File: config.mk
export PLATFORM = sky130hd
export DESIGN_NAME = booth_pp_encoder
export DESIGN_NICKNAME = d
export VERILOG_FILES = /design/src/rtl/booth_pkg.sv /design/src/rtl/booth_sel.sv /design/src/rtl/booth_pp_encoder.sv
export SDC_FILE = /design/constraint.sdc
export NUM_CORES = 1
export LEC_CHECK = 0
export ABC_CLOCK_PERIOD_IN_PS = 11200
export CORE_ASPECT_RATIO = 1.1
export CORE_MARGIN = 2
export CORE_UTILIZATION = 30
export CTS_CLUSTER_SIZE = 25
export DETAILED_ROUTE_END_ITERATION = 8
export MAX_ROUTING_LAYER = met4
export SLEW_MARGIN = 15
export SYNTH_ARGS = -nofsm -noshare
export SYNTH_HDL_FRONTEND = slang
export SYNTH_SLANG_ARGS = --single-unit
export TNS_END_PERCENT = 1
File: constraint.sdc
create_clock -name clk -period 11.2 [get_ports clk]
set_clock_uncertainty 0.15 [all_clocks]
set_input_delay 1.68 -clock clk [delete_from_list [all_inputs] [get_ports clk]]
set_output_delay 1.68 -clock clk [all_outputs]
set_load 0.01 [all_outputs]
File: src/rtl/booth_pkg.sv
// ---------------------------------------------------------------------------
// booth_pkg
//   Shared definitions for the radix-4 Booth partial-product encoder.
//   - Default widths for multiplicand, multiplier, tag and the row count.
//   - booth_digit_t: the five radix-4 Booth digit values.
//   - booth_encode(): maps one overlapping multiplier bit triplet
//     {b[2i+1], b[2i], b[2i-1]} to its Booth digit.
// ---------------------------------------------------------------------------
package booth_pkg;

    localparam int DEF_A_W   = 12;
    localparam int DEF_B_W   = 11;
    localparam int DEF_TAG_W = 4;
    localparam int DEF_NPP   = (DEF_B_W + 1) / 2;

    typedef enum logic [2:0] {
        BD_ZERO,
        BD_P1,
        BD_P2,
        BD_M1,
        BD_M2
    } booth_digit_t;

    // trip = {b[2i+1], b[2i], b[2i-1]}
    function automatic booth_digit_t booth_encode(input logic [2:0] trip);
        booth_digit_t dig;
        case (trip)
            3'b001, 3'b010: dig = BD_P1;
            3'b011:         dig = BD_P2;
            3'b100:         dig = BD_M2;
            3'b101, 3'b110: dig = BD_M1;
            default:        dig = BD_ZERO;
        endcase
        return dig;
    endfunction

endpackage

File: src/rtl/booth_sel.sv
// ---------------------------------------------------------------------------
// booth_sel
//   Purely combinational row selector for one Booth digit.
//   Ports:
//     digit   - Booth digit for this row
//     a_ext   - multiplicand sign-extended by one bit (W = A_W+1)
//     row     - selected partial-product row
//     neg_bit - +1 correction completing the two's complement of a
//               negative row (row holds only the one's complement)
// ---------------------------------------------------------------------------
module booth_sel
    import booth_pkg::*;
#(
    parameter int W = DEF_A_W + 1
) (
    input  booth_digit_t   digit,
    input  logic [W-1:0]   a_ext,
    output logic [W-1:0]   row,
    output logic           neg_bit
);

    logic [W-1:0] a_x2;

    // Doubling inside W bits is exact: |2*A| never exceeds the signed range
    // of A_W+1 bits except for -2*(-2^(A_W-1)), which the neg bit restores.
    assign a_x2 = {a_ext[W-2:0], 1'b0};

    always_comb begin
        row     = '0;
        neg_bit = 1'b0;
        case (digit)
            BD_P1: row = a_ext;
            BD_P2: row = a_x2;
            BD_M1: begin
                row     = ~a_ext;
                neg_bit = 1'b1;
            end
            BD_M2: begin
                row     = ~a_x2;
                neg_bit = 1'b1;
            end
            default: begin
                row     = '0;
                neg_bit = 1'b0;
            end
        endcase
    end

endmodule

File: src/rtl/booth_pp_encoder.sv
// ---------------------------------------------------------------------------
// booth_pp_encoder
//   Two-stage valid/ready pipeline producing radix-4 Booth partial products
//   for a signed A_W x B_W multiply. Rows feed a six-row Dadda tree; neg[i]
//   is the +1 of row i and belongs at column 2i.
//
//   S1: registers multiplicand, tag and the NPP encoded Booth digits.
//   S2: registers the selected rows, correction bits and tag.
//
//   Ports:
//     clk, rst_n         - clock, async active-low reset
//     flush              - synchronous clear of both stages
//     in_valid/in_ready  - input handshake; in_a, in_b, in_tag payload
//     out_valid/out_ready- output handshake; ops, neg, out_tag payload
//
//   Outputs are forced to zero whenever out_valid is low, so the
//   un-reset data registers never leak onto the ports.
// ---------------------------------------------------------------------------
module booth_pp_encoder
    import booth_pkg::*;
#(
    parameter  int A_W   = DEF_A_W,
    parameter  int B_W   = DEF_B_W,
    parameter  int TAG_W = DEF_TAG_W,
    localparam int NPP   = (B_W + 1) / 2
) (
    input  logic                     clk,
    input  logic                     rst_n,
    input  logic                     flush,
    input  logic                     in_valid,
    output logic                     in_ready,
    input  logic [A_W-1:0]           in_a,
    input  logic [B_W-1:0]           in_b,
    input  logic [TAG_W-1:0]         in_tag,
    output logic                     out_valid,
    input  logic                     out_ready,
    output logic [NPP-1:0][A_W:0]    ops,
    output logic [NPP-1:0]           neg,
    output logic [TAG_W-1:0]         out_tag
);

    localparam int W  = A_W + 1;
    localparam int BX = 2 * NPP;

    // ------------------------------------------------------------------
    // State
    // ------------------------------------------------------------------
    logic                   rdy_en_q, rdy_en_d;
    logic                   s1_valid_q, s1_valid_d;
    logic                   s2_valid_q, s2_valid_d;

    logic [A_W-1:0]         s1_a_q, s1_a_d;
    logic [TAG_W-1:0]       s1_tag_q, s1_tag_d;
    booth_digit_t           s1_dig_q [NPP];
    booth_digit_t           s1_dig_d [NPP];

    logic [NPP-1:0][W-1:0]  s2_ops_q, s2_ops_d;
    logic [NPP-1:0]         s2_neg_q, s2_neg_d;
    logic [TAG_W-1:0]       s2_tag_q, s2_tag_d;

    // ------------------------------------------------------------------
    // Handshake
    // ------------------------------------------------------------------
    logic s1_adv, s2_adv, accept;

    assign s2_adv = !s2_valid_q || out_ready;
    assign s1_adv = !s1_valid_q || s2_adv;

    // rdy_en_q holds in_ready low through reset and releases it on the
    // first clock edge after rst_n deasserts.
    assign in_ready = rdy_en_q && !flush && s1_adv;
    assign accept   = in_valid && in_ready;

    // ------------------------------------------------------------------
    // Booth encoding of the incoming multiplier
    // ------------------------------------------------------------------
    logic [BX-1:0]  b_ext;
    logic [BX:0]    b_pad;
    booth_digit_t   enc_dig [NPP];

    always_comb begin
        b_ext          = {BX{in_b[B_W-1]}};
        b_ext[B_W-1:0] = in_b;
        // Append the implicit b[-1] = 0 below bit 0.
        b_pad          = {b_ext, 1'b0};
        for (int i = 0; i < NPP; i++) begin
            enc_dig[i] = booth_encode(b_pad[2*i +: 3]);
        end
    end

    // ------------------------------------------------------------------
    // Row selection from S1 contents
    // ------------------------------------------------------------------
    logic [W-1:0]           a_ext;
    logic [NPP-1:0][W-1:0]  sel_row;
    logic [NPP-1:0]         sel_neg;

    assign a_ext = {s1_a_q[A_W-1], s1_a_q};

    for (genvar g = 0; g < NPP; g++) begin : g_sel
        booth_sel #(
            .W (W)
        ) u_sel (
            .digit   (s1_dig_q[g]),
            .a_ext   (a_ext),
            .row     (sel_row[g]),
            .neg_bit (sel_neg[g])
        );
    end

    // ------------------------------------------------------------------
    // Next-state logic
    // ------------------------------------------------------------------
    always_comb begin
        rdy_en_d = 1'b1;

        s1_valid_d = s1_valid_q;
        s2_valid_d = s2_valid_q;
        if (flush) begin
            s1_valid_d = 1'b0;
            s2_valid_d = 1'b0;
        end else begin
            if (s1_adv) s1_valid_d = accept;
            if (s2_adv) s2_valid_d = s1_valid_q;
        end

        s1_a_d   = s1_a_q;
        s1_tag_d = s1_tag_q;
        s1_dig_d = s1_dig_q;
        if (accept) begin
            s1_a_d   = in_a;
            s1_tag_d = in_tag;
            s1_dig_d = enc_dig;
        end

        s2_ops_d = s2_ops_q;
        s2_neg_d = s2_neg_q;
        s2_tag_d = s2_tag_q;
        if (s2_adv && s1_valid_q) begin
            s2_ops_d = sel_row;
            s2_neg_d = sel_neg;
            s2_tag_d = s1_tag_q;
        end
    end

    // ------------------------------------------------------------------
    // Registers: only control bits are reset
    // ------------------------------------------------------------------
    always_ff @(posedge clk or negedge rst_n) begin
        if (!rst_n) begin
            rdy_en_q   <= 1'b0;
            s1_valid_q <= 1'b0;
            s2_valid_q <= 1'b0;
        end else begin
            rdy_en_q   <= rdy_en_d;
            s1_valid_q <= s1_valid_d;
            s2_valid_q <= s2_valid_d;
        end
    end

    always_ff @(posedge clk) begin
        s1_a_q   <= s1_a_d;
        s1_tag_q <= s1_tag_d;
        s1_dig_q <= s1_dig_d;
        s2_ops_q <= s2_ops_d;
        s2_neg_q <= s2_neg_d;
        s2_tag_q <= s2_tag_d;
    end

    // ------------------------------------------------------------------
    // Outputs, gated by valid
    // ------------------------------------------------------------------
    assign out_valid = s2_valid_q;
    assign ops       = s2_valid_q ? s2_ops_q : '0;
    assign neg       = s2_valid_q ? s2_neg_q : '0;
    assign out_tag   = s2_valid_q ? s2_tag_q : '0;

endmodule

[Word-level counts from Yosys, hierarchy flattened]
Index checks and enable logic that the tools add are counted.
Word-level totals
  memory bits (read-only): 0
  memories: 0
  output and inout bits: 90
  word-level logic and storage cells: 130
  bits in writable memories: 0
  flip-flop bits (word level): 125
  bits in latches: 0
Cells by class
  $add $sub $neg: 0
  multipliers: 0
  magnitude comparators: 0
  reductions and logical operators: 27
  shift-type cells: 0
  mux-type cells: 25
  bitwise logic cells: 2
  eq/ne operators: 57
  div/mod/pow operators: 0
Operator list (number)
  13-bit one-hot mux with 4 select lines: 6
  78-bit 2-to-1 mux: 1
  3-bit by 2-bit equality test with 1-bit output, second input constant: 22
  3-bit equality test, second input constant: 21
  3-bit one-hot mux with 4 select lines: 5
  3-bit by 1-bit equality test with 1-bit output, second input constant: 11
  2-bit OR reduction: 16
  13-bit inverter: 2
  1-bit 2-to-1 mux: 10
  3-bit one-hot mux with 3 select lines: 1
  6-bit 2-to-1 mux: 1
  2-bit equality test, second input constant: 2
  1-bit logical AND: 4
  4-bit 2-to-1 mux: 1
  2-bit nonzero test: 2
  1-bit zero test: 3
  2-bit by 1-bit equality test with 1-bit output, second input constant: 1
  1-bit logical OR: 2

[Depth between registers and ports, before layout]
Gate-level depths: netlist (run 1).
  word-level depth: 7
  depth in mapped cells: 6
  gate-level depth less buffers: 3

[Modules after synthesis]
From an unflattened synthesis (run 1), not the netlist that was laid out.
Second synthesis, totals
  cells, all modules: 630
  area total of the unflattened synthesis: 8256.7 µm²
By module, submodules not included
  booth_pp_encoder: cells each 258, area an instance 4563.1 µm², times used 1
  booth_sel: cells each 62, area an instance 615.6 µm², times used 6

[Worst setup path after synthesis (run 1)]
OpenSTA, ideal clock, no wires.
  kind: input to register
  start point: in out_ready
  end point: reg s2_neg_q[0], enable pin
  path buffers: 0
  stages on the path: 2
  arrival time: 5.661 ns
  required time: 10.504 ns
  path slack: 4.843 ns
  library setup time: 0.546 ns
  cells stage by stage: nor2b_1 -> nor2b_1
On the way
  cells in the longest elaborated chain, start to end: 2
Ends and longest elaborated chain
  start, declared: line booth_pp_encoder.sv:36  | input logic out_ready,
  1-bit logical OR: line booth_pp_encoder.sv:66  | assign s2_adv = !s2_valid_q || out_ready;
  1-bit logical AND: line booth_pp_encoder.sv:139  | if (s2_adv && s1_valid_q) begin
  end signal, assigned: line booth_pp_encoder.sv:166  | s2_neg_q <= s2_neg_d;
  end, declared: line booth_pp_encoder.sv:58  | logic [NPP-1:0] s2_neg_q, s2_neg_d;
No other way between the ends.
A chain may end at the register's enable or synchronous reset.

[Final worst setup path (run 1)]
  start point: in out_ready
  end point: out in_ready
On the way
  cells in the longest elaborated chain, start to end: 3
Ends and longest elaborated chain
  1-bit logical OR: line booth_pp_encoder.sv:66
  1-bit logical OR: line booth_pp_encoder.sv:67  | assign s1_adv = !s1_valid_q || s2_adv;
  1-bit logical AND: line booth_pp_encoder.sv:71  | assign in_ready = rdy_en_q && !flush && s1_adv;
  end, declared: line booth_pp_encoder.sv:31  | output logic in_ready,
No other way between the ends.

==> flow_summary.json, run 1 <==
{
  "status": "completed",
  "cts_sinks": 124,
  "slew_headroom_pct": 35.8,
  "use_met3_pct": 3.42,
  "gp_congestion": 0.777,
  "fin_crit_ns": 4.87,
  "syn_area_per_cell_um2": 11.7,
  "use_met1_pct": 20.5,
  "postCtsSetupBuffers": 0,
  "drtPass1Iterations": 5,
  "crit_type": "input port to primary output",
  "ys_ff_latch": 124,
  "clock_path_buffers": 2,
  "setup_viol": 0,
  "grtUsageMet2_pct": 23.0,
  "synth.cell_area_um2": 6850,
  "vias": 4870,
  "ys_seq_area_share_pct": 54.1,
  "io_pins": 122,
  "fp.dieW_um": 148,
  "hold_class": "flop to flop",
  "max-cap-violations": 0,
  "cts_buffers": 17,
  "wl_per_cell_um": 18.2,
  "path_clk_slew_ns": 0.05,
  "synthArstFlopShare_pct": 2.42,
  "min_path_cells": 0,
  "p_per_area_nw_per_um2": 134,
  "die_height_um": 163,
  "drive_gt1_share_pct": 6.49,
  "grt_max_degree": 91,
  "worstReg2RegEnd": "s1_dig_q[5]",
  "drcViolationCount": 0,
  "die-area_um2": 24100,
  "drtIter0Drc": 524,
  "overflow": 0,
  "worst_pin_slew_ns": 0.963,
  "hpwl_um": 11500,
  "start_util_pct": 30.3,
  "fmax_ghz": 0.205,
  "rr_worst_depth": 3,
  "fin_nets": 698,
  "clock_latency_ns": 0.42,
  "crit_path_end_kind": "primary output",
  "yosys_warnings": 0,
  "rows": 58,
  "min_from": "s1_tag_q[3]",
  "arrival_ns": 3.04,
  "tns_ns": 0,
  "io_buffers": 121,
  "post_cts_resize_count": 0,
  "synth_edf_count": 121,
  "p_leak_nw": 3.07,
  "grt_pass1_vias": 4444,
  "grt_first_pass_wirelength_um": 26700,
  "rsz0062_at_grt": "false",
  "fp.coreArea_um2": 22600,
  "finalHoldViolCount": 0,
  "syn_nets": 620,
  "ys.flop_type": "edfxtp_1",
  "ys_types": 34,
  "startpoint_type": "input port",
  "r2r_start": "out_valid",
  "synth_cells": 587,
  "routed_wl_um": 17800,
  "r2r_slack_ns": 8.68,
  "cp.required_ns": 9.37,
  "cts_tree": "done",
  "htree_num_levels": 4,
  "finalMaxSlewViolations": 0,
  "hold_path_end": "s2_tag_q[3]",
  "cts_hold_buf": 0,
  "cp_max_fo": 4,
  "antenna_found_initial": 1,
  "area_growth_pct": 27.9,
  "cts_root_buffer": "clkbuf_16",
  "hold_ws_ns": 0.269,
  "grt_use_total_pct": 15.2,
  "postRouteAntennaNets": 0,
  "busiest_layer": "met2",
  "fin_crit_sh_pct": 43.5,
  "viasPerCell": 4.97,
  "peakVddDrop_v": 0.000101
}
## cells in the mapped netlist, types with 9 or more instances
master / number / area [um^2]
o21ai_1: 18 / 90.1
o32a_1: 44 / 440
a32oi_1: 10 / 87.6
and2_1: 92 / 576
xor2_1: 21 / 184
clkinv_1: 9 / 33.8
mux2i_1: 50 / 500
a22o_1: 10 / 87.6
o21ai_2: 10 / 87.6
o21ai_0: 31 / 155
a21oi_1: 14 / 70.1
clkbuf_1: 49 / 184
nand2_1: 18 / 67.6
edfxtp_1: 121 / 3630
inv_1: 9 / 33.8
## metrics by stage
| step | cell area (um^2) | util [%] | cells | total power, mW | worst slack, ns |
|---|---|---|---|---|---|
| global placement | 8150 | 36.0 | 945 | 0.638 | 6.37 |
| detailed placement | 8150 | 36.0 | 945 | 0.640 | 6.33 |
| finish | 8770 | 38.7 | 979 | 1.18 | 6.33 |
| global route | 8770 | 38.7 | 979 | 1.21 | 6.25 |
| CTS | 8730 | 38.6 | 977 | 1.19 | 6.33 |
| floorplan | 6850 | - | 587 | 0.598 | 4.84 |
## worst max path at each step
stage	startpoint	end	slack (ns)	depth (start not counted)
2_1_floorplan	out_ready	s2_neg_q[0]	4.84	2
3_3_place_gp	out_ready	in_ready	6.37	4
3_5_place_dp	out_ready	in_ready	6.33	4
4_1_cts	out_ready	in_ready	6.33	4
5_1_grt	out_ready	in_ready	6.25	4
6_report	out_ready	in_ready	6.33	4
## cell type report
class,instances,area (um^2)
antenna,1,2.50
multi-input combinational,380,2770
inverter,18,67.6
timing repair buffer,124,1250
tap,300,375
clock inverter,13,150
clock buffer,19,433
fill,2216,13900
sequential,124,3710
## per-layer routing
metal / vias up / routed length [um] / share of wire, %
met1: 2326 / 8500 / 48
met3: 19 / 835 / 4.7
li1: 2364 / - / -
met5: - / 0 / 0
met4: 0 / 253 / 1.4
met2: 161 / 8200 / 46
## worst max-delay path, stage by stage
cell             delay (ns)
clkdlybuf4s50_1        0.40
nor2b_1                0.33
a21oi_1                0.14
clkdlybuf4s50_1        0.49
## state kept, by name, indices dropped and copies added, names as in the netlist
register,count
s2_neg_q,6
s2_ops_q,78
s2_tag_q,4
out_valid,1
s1_a_q,12
s1_valid_q,1
s1_dig_q,17
rdy_en_q,1
s1_tag_q,4
## cell usage in the layout (no fill, tap or decap), types with 2 or more instances in the layout
master | synthesis | layout
clkdlybuf4s50_1 | 0 | 121
clkinvlp_4 | 0 | 2
o22ai_1 | 6 | 6
clkinv_1 | 9 | 11
dfrtp_1 | 3 | 2
a22oi_1 | 3 | 3
xor2_1 | 21 | 21
a21oi_1 | 14 | 14
inv_1 | 9 | 9
nor3b_1 | 3 | 3
a32oi_1 | 10 | 10
nand2_1 | 18 | 18
mux2i_1 | 50 | 50
clkbuf_1 | 49 | 2
and2_1 | 92 | 91
o21ai_2 | 10 | 10
a22o_1 | 10 | 10
o21ai_0 | 31 | 31
o21ai_1 | 18 | 18
nand3_1 | 8 | 8
nor2b_1 | 6 | 5
or3b_1 | 4 | 4
nand2b_1 | 5 | 5
clkinv_2 | 0 | 4
edfxtp_1 | 121 | 121
o32a_1 | 44 | 44
bufinv_16 | 0 | 3
clkinv_4 | 0 | 2
nor2_1 | 6 | 6
buf_4 | 0 | 2
and3b_1 | 4 | 4
nand4b_1 | 4 | 4
xnor2_1 | 5 | 5
clkbuf_16 | 0 | 17
nand4_1 | 4 | 4
## kinds of logic (layout without fill, tap and decap cells)
family                     after synthesis  count (layout)  share of synthesized area, %
buffers and inverters                   83             174                          5.57
adders and majority gates                1               1                         0.183
xor gates and xnor gates                26              26                          3.32
AOI/OAI and AO/OA                      147             147                          15.8
muxes                                   50              50                          7.30
and+or+nand+nor                        155             155                          13.6
other                                    1               2                        0.0547
DFF                                    124             124                          54.1
## power by group
group	internal (mW)	total [mW]	switching [mW]
sequential	0.526	0.544	0.0179
clock	0.346	0.545	0.199
combinational	0.0451	0.0868	0.0416
total	0.918	1.18	0.258
No activity file was read; power rests on OpenSTA's default activity.
==> inputs of run 2 (changes only) <==
--- a/config.mk
+++ b/config.mk
@@ -5,7 +5,7 @@
 export SDC_FILE = /design/constraint.sdc
 export NUM_CORES = 1
 export LEC_CHECK = 0
-export ABC_CLOCK_PERIOD_IN_PS = 11200
+export ABC_CLOCK_PERIOD_IN_PS = 4700
 export CORE_ASPECT_RATIO = 1.1
 export CORE_MARGIN = 2
 export CORE_UTILIZATION = 30
==> constraint.sdc (replaced) <==
create_clock -name clk -period 4.7 [get_ports clk]
set_clock_uncertainty 0.15 [all_clocks]
set_input_delay 0.705 -clock clk [delete_from_list [all_inputs] [get_ports clk]]
set_output_delay 0.705 -clock clk [all_outputs]
set_load 0.01 [all_outputs]
==> run 2 against run 1 <==
  * Via count fell by 0.14%
  * Register-to-register slack worse by 6.8 ns
  * First-iteration DRC count is 3.4% lower
  * Count of clock-buffer cells in the layout rose by 1
  * Flip-flop and latch count is the same
  * Total power up 130%
  * Clock power increased by 120%
  * Critical path type is now flop to primary output
  * Largest cell class unchanged
  * Highest routed layer unchanged
==> flow_summary.json, run 2 (same netlist as run 1, synthesis figures left out) <==
{
  "p_per_area_nw_per_um2": 309,
  "drtIter0Drc": 506,
  "fp.coreArea_um2": 22600,
  "fp.dieW_um": 148,
  "dp_slack_ns": 1.66,
  "largest_reg_flops": 78,
  "cts_buffers": 17,
  "p_leak_nw": 3.04,
  "final_cell_mix": "clkdlybuf4s50_1 (121), edfxtp_1 (121), and2_1 (91)",
  "post_cts_resize_count": 0,
  "vias": 4863,
  "fmax_ghz": 0.292,
  "path_clk_slew_ns": 0.05,
  "grt_pass1_vias": 4663,
  "startpoint_type": "flop",
  "routed_wl_um": 17800,
  "peakVddDrop_v": 0.000243,
  "largest_registers": "s2_ops_q (78), s1_dig_q (17), s1_a_q (12)",
  "fin_crit_ns": 3.43,
  "cts_sinks": 124,
  "viasPerCell": 4.97,
  "crit_type": "flop to primary output",
  "min_path_cells": 0,
  "setup_ws_ns": 1.27,
  "cts_root_buffer": "clkbuf_16",
  "cp.required_ns": 3.85,
  "antenna_found_initial": 0,
  "status": "completed",
  "setup_viol": 0,
  "hold_path_end": "s2_tag_q[0]",
  "htree_num_levels": 4,
  "diodes": 0,
  "clock_latency_ns": 0.42,
  "min_from": "s1_tag_q[0]",
  "grt_first_pass_wirelength_um": 27100,
  "rows": 58,
  "arrival_ns": 2.57,
  "hold_class": "flop to flop",
  "slew_headroom_pct": 36.0,
  "grt_use_total_pct": 15.3,
  "start_util_pct": 30.3,
  "fin_nets": 699,
  "postCtsSetupBuffers": 0,
  "cts_tree": "done",
  "drtPass1Iterations": 5,
  "tns_ns": 0,
  "worstReg2RegEnd": "s2_ops_q[57]",
  "overflow": 0,
  "fin_crit_sh_pct": 72.9,
  "dp_cells": 947,
  "worst_pin_slew_ns": 0.960,
  "clock_path_buffers": 2,
  "io_pins": 122,
  "die-area_um2": 24100,
  "io_buffers": 121,
  "gp_congestion": 0.785,
  "drcViolationCount": 0,
  "r2r_slack_ns": 1.84,
  "hpwl_um": 11900,
  "finalMaxSlewViolations": 0,
  "use_met3_pct": 3.53,
  "r2r_start": "out_valid",
  "finalHoldViolCount": 0,
  "max-cap-violations": 0,
  "regMostFlops": "s2_ops_q",
  "grt_max_degree": 48,
  "rr_worst_depth": 4,
  "cp_max_fo": 47,
  "grtUsageMet2_pct": 23.9,
  "use_met1_pct": 19.7,
  "area_growth_pct": 27.0,
  "die_height_um": 163,
  "instances_no_fill": 979,
  "crit_path_end_kind": "primary output",
  "postRouteAntennaNets": 0,
  "wl_per_cell_um": 18.2,
  "rsz0062_at_grt": "false",
  "drive_gt1_share_pct": 6.48,
  "cts_hold_buf": 0,
  "busiest_layer": "met2"
}
## run 2: how the worst max path moves through the flow
stage | start | to | slack (ns) | cells after the start
2_1_floorplan | out_ready | s2_neg_q[0] | 1.04 | 2
3_3_place_gp | out_valid | in_ready | 1.73 | 4
3_5_place_dp | out_valid | in_ready | 1.66 | 4
4_1_cts | out_valid | in_ready | 1.20 | 4
5_1_grt | out_valid | in_ready | 1.05 | 4
6_report | out_valid | in_ready | 1.27 | 4
## run 2: final cells by class
type / count / area (um^2)
fill: 2203 / 13900
sequential: 124 / 3710
multi-input combinational: 380 / 2770
timing repair buffer: 125 / 1240
clock buffer: 20 / 437
tap: 300 / 375
clock inverter: 12 / 100
inverter: 18 / 67.6
## run 2: stage by stage
step	power [mW]	cell area (um^2)	hold slack (ns)	utilization (%)
2_1_floorplan	1.42	6860	0.250	-
3_3_place_gp	1.52	8170	0.261	36.1
3_5_place_dp	1.52	8170	0.257	36.1
4_1_cts	2.72	8700	0.269	38.4
5_1_grt	2.80	8700	0.274	38.4
6_report	2.68	8700	0.269	38.4
## run 2: worst max-delay path, stage by stage (launching register included)
cell,delay (ns)
dfrtp_2,0.68
buf_4,0.43
nor2b_1,0.40
a21oi_1,0.15
clkdlybuf4s50_1,0.49
## run 2: layer usage
| layer | routed length [um] | vias to the layer above |
|---|---|---|
| met4 | 280 | 0 |
| met3 | 1050 | 19 |
| met1 | 8010 | 2334 |
| li1 | - | 2347 |
| met5 | 0 | - |
| met2 | 8510 | 163 |
## run 2: report_power, final
part | switching, mW | internal (mW) | total, mW | leakage (nW)
clock | 0.465 | 0.719 | 1.18 | 0.251
sequential | 0.0396 | 1.25 | 1.29 | 1.16
combinational | 0.101 | 0.106 | 0.208 | 1.62
total | 0.606 | 2.08 | 2.68 | 3.04
